## src/rtl/mem_arb_pkg.sv

```systemverilog
// Shared types and defaults for the memory port arbiter.
// The optional perf counters in mem_port_arbiter are enabled with MEM_ARB_PERF_EN.
package mem_arb_pkg;
  typedef enum logic [1:0] {IDLE, ISSUE, WAIT, RESP} arb_state_e;

  localparam logic GNT_IF = 1'b0;
  localparam logic GNT_D  = 1'b1;

  localparam int MEM_LAT_DEF   = 1;
  localparam int MAX_DEFER_DEF = 3;
endpackage

```

## src/rtl/mem_arb_lat_timer.sv

```systemverilog
// Load/decrement counter that flags the final cycle of the memory latency window.
module mem_arb_lat_timer #(
  parameter int LAT = 1
) (
  input  logic clk,
  input  logic rst,
  input  logic load,
  input  logic dec,
  output logic last
);
  localparam int CNT_W = $clog2(LAT + 1);

  logic [CNT_W-1:0] cnt_q, cnt_d;

  always_comb begin
    cnt_d = cnt_q;
    if (load)
      cnt_d = CNT_W'(LAT);
    else if (dec && cnt_q != '0)
      cnt_d = cnt_q - CNT_W'(1);
  end

  always_ff @(posedge clk) begin
    if (rst) cnt_q <= '0;
    else     cnt_q <= cnt_d;
  end

  assign last = (cnt_q == CNT_W'(1));
endmodule

```

## src/rtl/mem_port_arbiter.sv

```systemverilog
// Arbitrates fetch and data-stage accesses onto one fixed-latency memory port.
// Define MEM_ARB_PERF_EN to add saturating stall-cycle counters.
module mem_port_arbiter
  import mem_arb_pkg::*;
#(
  parameter int W         = 16,
  parameter int ADDR_W    = 16,
  parameter int MEM_LAT   = MEM_LAT_DEF,
  parameter int MAX_DEFER = MAX_DEFER_DEF
) (
  input  logic              clk,
  input  logic              rst,
  input  logic              if_req,
  input  logic [ADDR_W-1:0] if_addr,
  output logic              if_ack,
  output logic [W-1:0]      if_rdata,
  output logic              if_stall,
  input  logic              d_req,
  input  logic              d_we,
  input  logic [ADDR_W-1:0] d_addr,
  input  logic [W-1:0]      d_wdata,
  output logic              d_ack,
  output logic [W-1:0]      d_rdata,
  output logic              d_stall,
  output logic              mem_en,
  output logic              mem_we,
  output logic [ADDR_W-1:0] mem_addr,
  output logic [W-1:0]      mem_wdata,
  input  logic [W-1:0]      mem_rdata,
`ifdef MEM_ARB_PERF_EN
  output logic [15:0]       perf_if_stall_cnt,
  output logic [15:0]       perf_d_stall_cnt,
`endif
  output logic              busy
);
  localparam int DEFER_W = $clog2(MAX_DEFER + 1);

  arb_state_e        state_q, state_d;
  logic              gnt_q, gnt_d, gnt_sel;
  logic              mem_en_q, mem_en_d, mem_we_q, mem_we_d;
  logic [ADDR_W-1:0] mem_addr_q, mem_addr_d;
  logic [W-1:0]      mem_wdata_q, mem_wdata_d;
  logic              if_ack_q, if_ack_d, d_ack_q, d_ack_d;
  logic [W-1:0]      if_rdata_q, if_rdata_d, d_rdata_q, d_rdata_d;
  logic [DEFER_W-1:0] defer_q, defer_d;
  logic              defer_max, lat_load, lat_dec, lat_last;

  assign lat_load = (state_q == ISSUE);
  assign lat_dec  = (state_q == WAIT);

  mem_arb_lat_timer #(.LAT(MEM_LAT)) u_lat (
    .clk  (clk),
    .rst  (rst),
    .load (lat_load),
    .dec  (lat_dec),
    .last (lat_last)
  );

  // Data wins a tie unless fetch has already been passed over MAX_DEFER times.
  assign defer_max = (defer_q == DEFER_W'(MAX_DEFER));
  assign gnt_sel   = (d_req && !(if_req && defer_max)) ? GNT_D : GNT_IF;

  always_ff @(posedge clk) begin
    if (rst) state_q <= IDLE;
    else     state_q <= state_d;
  end

  always_comb begin
    state_d = state_q;
    case (state_q)
      IDLE:    if (if_req || d_req) state_d = ISSUE;
      ISSUE:   state_d = WAIT;
      WAIT:    if (lat_last) state_d = RESP;
      RESP:    state_d = IDLE;
      default: state_d = IDLE;
    endcase
  end

  always_comb begin
    gnt_d       = gnt_q;
    mem_en_d    = 1'b0;
    mem_we_d    = mem_we_q;
    mem_addr_d  = mem_addr_q;
    mem_wdata_d = mem_wdata_q;
    if_ack_d    = 1'b0;
    d_ack_d     = 1'b0;
    if_rdata_d  = if_rdata_q;
    d_rdata_d   = d_rdata_q;
    defer_d     = defer_q;
    case (state_q)
      IDLE: begin
        if (if_req || d_req) begin
          gnt_d    = gnt_sel;
          mem_en_d = 1'b1;
          if (gnt_sel == GNT_D) begin
            mem_we_d    = d_we;
            mem_addr_d  = d_addr;
            mem_wdata_d = d_wdata;
            if (if_req && !defer_max) defer_d = defer_q + DEFER_W'(1);
          end else begin
            mem_we_d    = 1'b0;
            mem_addr_d  = if_addr;
            mem_wdata_d = '0;
            defer_d     = '0;
          end
        end
      end
      WAIT: begin
        if (lat_last) begin
          if (gnt_q == GNT_IF) begin
            if_rdata_d = mem_rdata;
            if_ack_d   = 1'b1;
          end else begin
            d_ack_d = 1'b1;
            if (!mem_we_q) d_rdata_d = mem_rdata;
          end
        end
      end
      default: ;
    endcase
  end

  always_ff @(posedge clk) begin
    if (rst) begin
      gnt_q       <= GNT_IF;
      mem_en_q    <= 1'b0;
      mem_we_q    <= 1'b0;
      mem_addr_q  <= '0;
      mem_wdata_q <= '0;
      if_ack_q    <= 1'b0;
      d_ack_q     <= 1'b0;
      if_rdata_q  <= '0;
      d_rdata_q   <= '0;
      defer_q     <= '0;
    end else begin
      gnt_q       <= gnt_d;
      mem_en_q    <= mem_en_d;
      mem_we_q    <= mem_we_d;
      mem_addr_q  <= mem_addr_d;
      mem_wdata_q <= mem_wdata_d;
      if_ack_q    <= if_ack_d;
      d_ack_q     <= d_ack_d;
      if_rdata_q  <= if_rdata_d;
      d_rdata_q   <= d_rdata_d;
      defer_q     <= defer_d;
    end
  end

  assign if_ack    = if_ack_q;
  assign d_ack     = d_ack_q;
  assign if_rdata  = if_rdata_q;
  assign d_rdata   = d_rdata_q;
  assign mem_en    = mem_en_q;
  assign mem_we    = mem_we_q;
  assign mem_addr  = mem_addr_q;
  assign mem_wdata = mem_wdata_q;
  assign busy      = (state_q != IDLE);
  assign if_stall  = if_req & ~if_ack_q;
  assign d_stall   = d_req & ~d_ack_q;

`ifdef MEM_ARB_PERF_EN
  logic [15:0] perf_if_q, perf_d_q;

  always_ff @(posedge clk) begin
    if (rst) begin
      perf_if_q <= '0;
      perf_d_q  <= '0;
    end else begin
      if (if_stall && perf_if_q != 16'hFFFF) perf_if_q <= perf_if_q + 16'd1;
      if (d_stall && perf_d_q != 16'hFFFF)   perf_d_q  <= perf_d_q + 16'd1;
    end
  end

  assign perf_if_stall_cnt = perf_if_q;
  assign perf_d_stall_cnt  = perf_d_q;
`endif
endmodule
```

## config.mk

```make
export PLATFORM = sky130hd
export DESIGN_NAME = mem_port_arbiter
export DESIGN_NICKNAME = d
export VERILOG_FILES = /design/src/rtl/mem_arb_pkg.sv /design/src/rtl/mem_arb_lat_timer.sv /design/src/rtl/mem_port_arbiter.sv
export SDC_FILE = /design/constraint.sdc
export NUM_CORES = 1
export LEC_CHECK = 0
export ABC_AREA = 1
export BUFFER_PORTS_ARGS = -buffer_cell sky130_fd_sc_hd__buf_2
export CORE_MARGIN = 1
export CORE_UTILIZATION = 37
export DETAILED_ROUTE_END_ITERATION = 7
export MAX_ROUTING_LAYER = met4
export PLACE_DENSITY_LB_ADDON = 0.15
export SLEW_MARGIN = 25
export SYNTH_ARGS = -nofsm -noshare
export SYNTH_HDL_FRONTEND = slang
export SYNTH_SLANG_ARGS = --single-unit
```

## constraint.sdc

```tcl
create_clock -name clk -period 3.8 [get_ports clk]
set_input_delay 0.57 -clock clk [delete_from_list [all_inputs] [get_ports clk]]
set_output_delay 0.57 -clock clk [all_outputs]
set_load 0.005 [all_outputs]
```

=== Yosys cells after proc, flatten, opt, wreduce, memory -nomap -nowiden ===
Index checks and enable logic that the tools add are counted.

* Bitwise gates (word level): 9
* $add $sub $neg: 2
* Divide/modulo/power cells: 0
* Shifts and indexed selects: 0
* Reduce and logical (&&, ||, !) cells: 17
* Multiply operators: 0
* $lt $le $gt $ge: 0
* Eq/ne operators: 7
* Mux-type cells: 14

{| class="wikitable"
|+ Operators by type and width
! operator !! count
|-
| 2-to-1 mux 16 bit || 2
|-
| 2-to-1 mux 2 bit || 4
|-
| case mux 2 bit (4 select lines) || 1
|-
| 2-to-1 mux 1 bit || 7
|-
| NOT 1 bit || 7
|-
| == test 2 bit (second input constant) || 3
|-
| AND reduction 3 bit || 2
|-
| logical AND 1 bit || 4
|-
| inequality test 2 bit (second input constant) || 2
|-
| AND reduction 2 bit || 2
|-
| AND reduction 4 bit || 1
|-
| nonzero test 2 bit || 2
|-
| OR reduction 3 bit || 1
|-
| adder 2 x 1 -> 2 bit (second input constant) || 1
|-
| bitwise AND 1 bit || 2
|-
| == test 2 x 1 -> 1 bit (second input constant) || 1
|-
| logical NOT 1 bit || 2
|-
| logical NOT 2 bit || 1
|-
| inequality test 2 x 1 -> 1 bit (second input constant) || 1
|-
| OR reduction 2 bit || 1
|-
| logical OR 1 bit || 1
|-
| subtractor 1 bit (second input constant) || 1
|}

* Output and inout port bits: 71
* Bits in latches: 0
* RAM bits: 0
* Memories: 0
* Memory bits (read-only): 0
* Flip-flop bits (word level): 74
* Logic and storage cells: 61
* Input port bits: 69

=== Depth between registers and ports, before layout ===
Gate-level depths: netlist (run 1).

* Depth in word-level cells: 7
* Depth in mapped cells: 9
* Depth with buffers taken out: 8

=== Cells and area by module ===
From an unflattened synthesis (run 1), not the netlist that was laid out.

* Cells, all modules: 402
* Area, all modules: 3069.2 sq um

{| class="wikitable"
|+ By module, submodules not included
! module !! cells each !! times used !! sequential area each (sq um) !! area an instance (sq um)
|-
| mem_port_arbiter || 397 || 1 || 1461.4 || 3029.2
|-
| mem_arb_lat_timer || 5 || 1 || 20.0 || 40.0
|}

=== Least setup slack after synthesis (run 1) ===
No wires, ideal clock.

* Path kind: in2out
* Start: input port d_req
* End: output port d_stall
* Buffers on the path: 2
* Arrival time: 1.114 ns
* Data required time: 3.230 ns
* Setup slack: 2.116 ns
* Cell stages on the path: 4
* Path through: buf_6 > clkbuf_1 > inv_1 > nor2_1

* Word-level cells in the longest chain between the ends: 1

{| class="wikitable"
|+ RTL lines
! item !! RTL line !! RTL
|-
| start, declared || mem_port_arbiter.sv:18 || <nowiki>input logic d_req,</nowiki>
|-
| bitwise AND 1 bit || mem_port_arbiter.sv:159 || <nowiki>assign d_stall = d_req & ~d_ack_q;</nowiki>
|-
| end, declared || mem_port_arbiter.sv:24 || <nowiki>output logic d_stall,</nowiki>
|}

No other way between the ends.

=== Final worst setup path (run 1) ===
Ends and elaborated chain as after synthesis.

==> run summary, run 1 <==
Top post-synthesis cells by count: nor2_1, dfxtp_1, nand2_1
Global route total overflow: 0
Post_cts resized: 0
Worst Max-Slew Pin Slew: 0.880 ns
Io pins: 140
RSZ-0062 raised after global routing: no
Leading area contributor after synthesis: dfxtp_1
Starting Density: 38.0%
Worst relative slew slack: 41.2%
Setup TNS: 0 ns
Die H: 93.7 um
Die W: 93.7 um
Die ar.: 8780 um2
Setup crit start: d_req
Reg clk slew, reported paths: 0.09 ns
First-pass GRT wire length: 12.9 mm
Bufs on Longest Clock Path: 2
Hold_buf cts: 0
Critical Path End Type: output port
Synthesized Nets: 473
Initial antenna violation count: 0
Cell total after placement: 619
# setup viols final: 0
I/O Buffers: 139
Post-CTS Setup Repair Bufs: 0
# diodes: 0
Worst EP required: 3.23 ns
Async set-reset flop share out of synthesis: 0%
Top-count cell post-synth: nor2_1
Vias in the first global route: 2,797
CP max-delay cell: buf_2
Syn Inst Count: 400
Post-synthesis cell area: 3110 um2
Crit path max-delay family: buffers and inverters
Max-Cap Viols: 0
Final Hold Viols: 0
Synth top area cells: dfxtp_1, nor2_1, o21ai_0
Hold Crit Depth: 3
Final cell count without fillers: 635
Critical path buffer and inverter count: 3
Hpwl dp: 5.32 mm
Share of the synthesized area in the top cell type: 47.6%
Core Footprint: 8180 um2
Via density: 4.75
Drt wl/cell: 12.9 um
Seq/Total Area, Yosys: 47.6%
Fin crit period: 2.00 ns
CP Cell Sequence: buf_2 > inv_1 > nor2_1 > buf_2
FMAX: 0.501 GHz
Critical Path AT: 1.43 ns
Cts bufs inserted: 9
RR Endpoint: if_rdata[7]
Hold_sp: mem_rdata[12]
H-tree depth: 3
ANT nets after route: 0
Share of layout cells above drive strength 1: 32.3%
Max VDD drop: 236 uV
DRT iter0 DRCs: 134
Worst Hold Class: input port to register
Layout Skew: 0.0124 ns
WL final: 8.17 mm
Hold Crit Endpoint: if_rdata[12]
Syn-to-layout area delta: 29.8%
GPL Wtd Cong: 0.799
FF-to-FF setup slack: 2.15 ns
Status: completed
Layout filler cell count: 836
Yosys reg bits: 74
EDFF count, synth: 0
CP max stage delay: 0.56 ns
FF-to-FF Start: state_q[0]
Clk root buf: clkbuf_8
Pin count of the biggest net entering global routing: 53
CTS tree: done
Slew Limit Fails: 0
Overall routing resource usage: 19.4%
Lkg Pwr: 2.02 nW
Setup crit start kind: input port
Clock Sinks: 74
Worst-Skew Late Latency: 0.35 ns
Worst R2R Path Depth: 7
# nets final: 598
Vias: 3,016
Distinct cells, synth: 24
Pwr Density: 610 nW/um2
Syn_area_per_cell: 7.78 um2
Most used DFF post-synth: dfxtp_1
Synth warn: 0
DR DRC count: 0
Cell Rows: 33
Final worst-path cycle share: 52.5%
CP Max Fanout: 42
CP dominant cell by count: buf_2
DRT Pass-1 Iters: 4
Critical path type: input port to output port
==> worst min-delay path: stages <==
cell    delay, ns
buf_2        0.08
nor2_1       0.04
nor2_1       0.08
==> logic make-up (layout without fill, tap and decap cells) <==
| group | after synthesis | count (layout) | synth area share (%) |
|---|---|---|---|
| adder cells (fa/ha/maj) | 4 | 4 | 1.61 |
| buffers and inverters | 43 | 173 | 7.32 |
| AND/OR/NAND/NOR | 190 | 190 | 26.2 |
| flip-flops | 74 | 74 | 47.6 |
| AO/OA/AOI/OAI | 89 | 89 | 17.3 |
==> metrics by stage <==
| stage | util [%] | setup slack [ns] | hold WS [ns] | total power (W) | cell area (um2) |
|---|---|---|---|---|---|
| 3_3_place_gp | 46.3 | 1.63 | 0.446 | 0.00171 | 3790 |
| 6_report | 49.4 | 1.80 | 0.441 | 0.00246 | 4040 |
| 4_1_cts | 49.4 | 1.81 | 0.430 | 0.00249 | 4040 |
| 2_1_floorplan | - | 2.12 | 0.447 | 0.00150 | 3110 |
| 3_5_place_dp | 46.3 | 1.55 | 0.452 | 0.00173 | 3790 |
| 5_1_grt | 49.4 | 1.72 | 0.444 | 0.00263 | 4040 |
==> routing by layer <==
| layer | track usage [%] | up-vias | wire length, um |
|---|---|---|---|
| met3 | 5.34 | 8 | 572 |
| met4 | 6.67 | 0 | 123 |
| met2 | 30.6 | 97 | 3690 |
| met1 | 23.8 | 1349 | 3790 |
| li1 | - | 1562 | - |
| met5 | - | - | 0 |
==> where the power goes <==
part / total, W / internal [W] / switching, W
registers: 0.000981 / 0.000914 / 0.0000671
clock network: 0.000761 / 0.000443 / 0.000318
logic: 0.000719 / 0.000284 / 0.000435
total: 0.00246 / 0.00164 / 0.000820
==> how the worst max path moves through the flow <==
stage	end	slack, ns	cells after the start
floorplan	d_stall	2.12	4
global placement	mem_addr[3]	1.63	6
detailed placement	mem_addr[3]	1.55	6
CTS	d_stall	1.81	4
global route	d_stall	1.72	4
finish	d_stall	1.80	4
==> sequential cells by signal, summed over array words and instances (netlist names) <==
register,flops
if_ack,1
defer_q,2
state_q,2
if_rdata,16
mem_addr,16
mem_wdata,16
mem_en,1
mem_we,1
d_ack,1
u_lat.last,1
gnt_q,1
d_rdata,16
==> final cells by class <==
type	instances	area (um2)	area share (%)
clock inverter	7	124	3.07
multi-input combinational	283	1400	34.7
inverter	15	56.3	1.39
timing repair buffer	142	718	17.8
tap	105	131	3.25
clock buffer	9	124	3.07
sequential	74	1480	36.7
==> layout by cell type (no fill, tap or decap) <==
master,instances
buf_2,139
nor2_1,106
dfxtp_1,74
nand2_1,39
o21ai_0,34
a21oi_1,22
nand3_1,20
nand4_1,17
o21bai_1,16
a21boi_1,14
inv_1,10
clkbuf_8,9
inv_2,5
ha_1,4
inv_6,3
bufinv_16,3
buf_4,3
nor2_2,2
nand2_2,2
nor2_4,2
a21boi_0,2
nand2_4,1
o21ai_4,1
nor3_1,1
clkinvlp_4,1
Note: power is estimated with default switching activity, not from simulation.
==> run 2: changes to the inputs <==
==> constraint.sdc (replaced) <==
create_clock -name clk -period 2 [get_ports clk]
set_input_delay 0.3 -clock clk [delete_from_list [all_inputs] [get_ports clk]]
set_output_delay 0.3 -clock clk [all_outputs]
set_load 0.005 [all_outputs]
==> run summary, run 2 (same netlist as run 1, synthesis figures left out) <==
Status: completed (unchanged)
# setup viols final: 0 (unchanged)
Switching power share of the total: 33.1% (was 33.3%)
Layout filler cell count: 868 (was 836)
Share of layout cells above drive strength 1: 32.6% (was 32.3%)
Via density: 4.78 (was 4.75)
FF-to-FF setup slack: 0.43 ns (was 2.15 ns)
Clock Sinks: 74 (unchanged)
Vias in the first global route: 2,686 (was 2,797)
CP endpoint: if_rdata[4] (was d_stall)
Worst EP required: 2.23 ns (was 3.23 ns)
Setup TNS: 0 ns (unchanged)
Final Hold Viols: 0 (unchanged)
Final worst-path cycle share: 78.4%
Overall routing resource usage: 18.2% (was 19.4%)
Critical Path End Type: register (was output port)
Reg clk slew, reported paths: 0.08 ns (was 0.09 ns)
Pwr Density: 1120 nW/um2 (was 610 nW/um2)
Hpwl dp: 5.42 mm (was 5.32 mm)
# nets final: 601 (was 598)
Worst R2R Path Depth: 7 (unchanged)
# diodes: 0 (unchanged)
WL final: 7.86 mm (was 8.17 mm)
Power, Total: 0.00453 W (was 0.00246 W)
Cell-internal power: 0.00303 W (was 0.00164 W)
Hold_buf cts: 0 (unchanged)
H-tree depth: 3 (unchanged)
Die H: 93.7 um (unchanged)
Syn-to-layout area delta: 29.8% (about the same)
Lkg Pwr: 2.03 nW (was 2.02 nW)
NetSw: 0.00150 W (was 0.000820 W)
Worst relative slew slack: 64.6% (was 41.2%)
DR DRC count: 0 (unchanged)
FF-to-FF Start: state_q[0] (unchanged)
Worst Max-Slew Pin Slew: 0.532 ns (was 0.880 ns)
Final Util: 49.4% (about the same)
Critical path type: register to register (was input port to output port)
Setup crit start: state_q[0] (was d_req)
CTS tree: done (unchanged)
Bufs on Longest Clock Path: 2 (unchanged)
RR Endpoint: if_rdata[4] (was if_rdata[7])
Post_cts resized: 0 (unchanged)
I/O Buffers: 139 (unchanged)
DRT iter0 DRCs: 100 (was 134)
Cell Rows: 33 (unchanged)
Critical Path AT: 1.79 ns (was 1.43 ns)
Post-CTS Setup Repair Bufs: 0 (unchanged)
RSZ-0062 raised after global routing: no (unchanged)
Clock power share: 28.4% (was 30.9%)
Drt wl/cell: 12.3 um (was 12.9 um)
CP Max Fanout: 17 (was 42)
Layout Skew: 0.00830 ns (was 0.0124 ns)
Global route total overflow: 0 (unchanged)
Die W: 93.7 um (unchanged)
Most frequent cells in the layout: buf_2, nor2_1, dfxtp_1 (unchanged)
GPL Wtd Cong: 0.771 (was 0.799)
Commonest non-fill, non-tap cell in the layout: buf_2 (unchanged)
Max VDD drop: 546 uV (was 236 uV)
Part of the power in registers: 41.2% (was 39.9%)
Core Footprint: 8180 um2 (unchanged)
Fin crit period: 1.57 ns
DRT Pass-1 Iters: 4 (unchanged)
Die ar.: 8780 um2 (unchanged)
Pin count of the biggest net entering global routing: 53 (unchanged)
ANT nets after route: 0 (unchanged)
Starting Density: 38.0% (unchanged)
Setup crit start kind: register (was input port)
Gate power share: 30.4% (was 29.2%)
Worst hold margin: 0.199 ns (was 0.441 ns)
Slew Limit Fails: 0 (unchanged)
Io pins: 140 (unchanged)
Clk root buf: clkbuf_8 (unchanged)
Max-Cap Viols: 0 (unchanged)
Vias: 3,047 (was 3,016)
First-pass GRT wire length: 12.3 mm (was 12.9 mm)
FMAX: 0.638 GHz
Cts bufs inserted: 9 (unchanged)
Worst Hold Class: input port to register (unchanged)
Worst-Skew Late Latency: 0.33 ns (was 0.35 ns)
Initial antenna violation count: 0 (unchanged)
==> run 2: routing by layer <==
layer	GRT usage, %	vias to the layer above	part of all wire, %
met2	28.2	104	43
met5	-	-	0
met3	3.40	11	5.8
met1	23.0	1364	49
met4	7.82	0	1.7
li1	-	1568	-
==> run 2: worst min path at each step <==
stage,startpoint,endpoint,slack (ns),cells after the start
4_1_cts,mem_rdata[13],if_rdata[13],0.18,3
6_report,mem_rdata[13],if_rdata[13],0.20,3
5_1_grt,mem_rdata[11],if_rdata[11],0.20,3
3_5_place_dp,mem_wdata[5],mem_wdata[5],0.45,2
2_1_floorplan,mem_rdata[0],if_rdata[0],0.43,2
3_3_place_gp,mem_wdata[11],mem_wdata[11],0.45,2
==> run 2: cell type report <==
cell class / count / area (um2) / area share [%]
clock buffer: 10 / 138 / 3.41
sequential: 74 / 1480 / 36.7
multi-input combinational: 283 / 1400 / 34.7
inverter: 15 / 56.3 / 1.39
tap: 105 / 131 / 3.25
clock inverter: 6 / 90.1 / 2.23
timing repair buffer: 145 / 741 / 18.3
==> run 2: per-stage QoR <==
stage	worst slack [ns]	area, um2	cells
final	0.432	4040	638
after global routing	0.241	4040	638
after CTS	0.413	4040	638
after detailed placement	0.412	3810	622
after global placement	0.470	3810	622
after floorplan	0.687	3110	400
==> run 2: power by group through the flow <==
stage	logic, W	registers (W)	clock network, W
floorplan	0.000935	0.00192	0
global placement	0.00137	0.00189	0
detailed placement	0.00140	0.00190	0
CTS	0.00140	0.00187	0.00132
global route	0.00156	0.00190	0.00138
finish	0.00138	0.00187	0.00129
==> run 2: worst max-delay path, cell delays in order, from the launching register on <==
cell     delay [ns]
dfxtp_1        0.31
inv_1          0.09
ha_1           0.20
nand2_2        0.11
nor2_4         0.30
inv_2          0.22
nor2_1         0.15
nor2_1         0.06
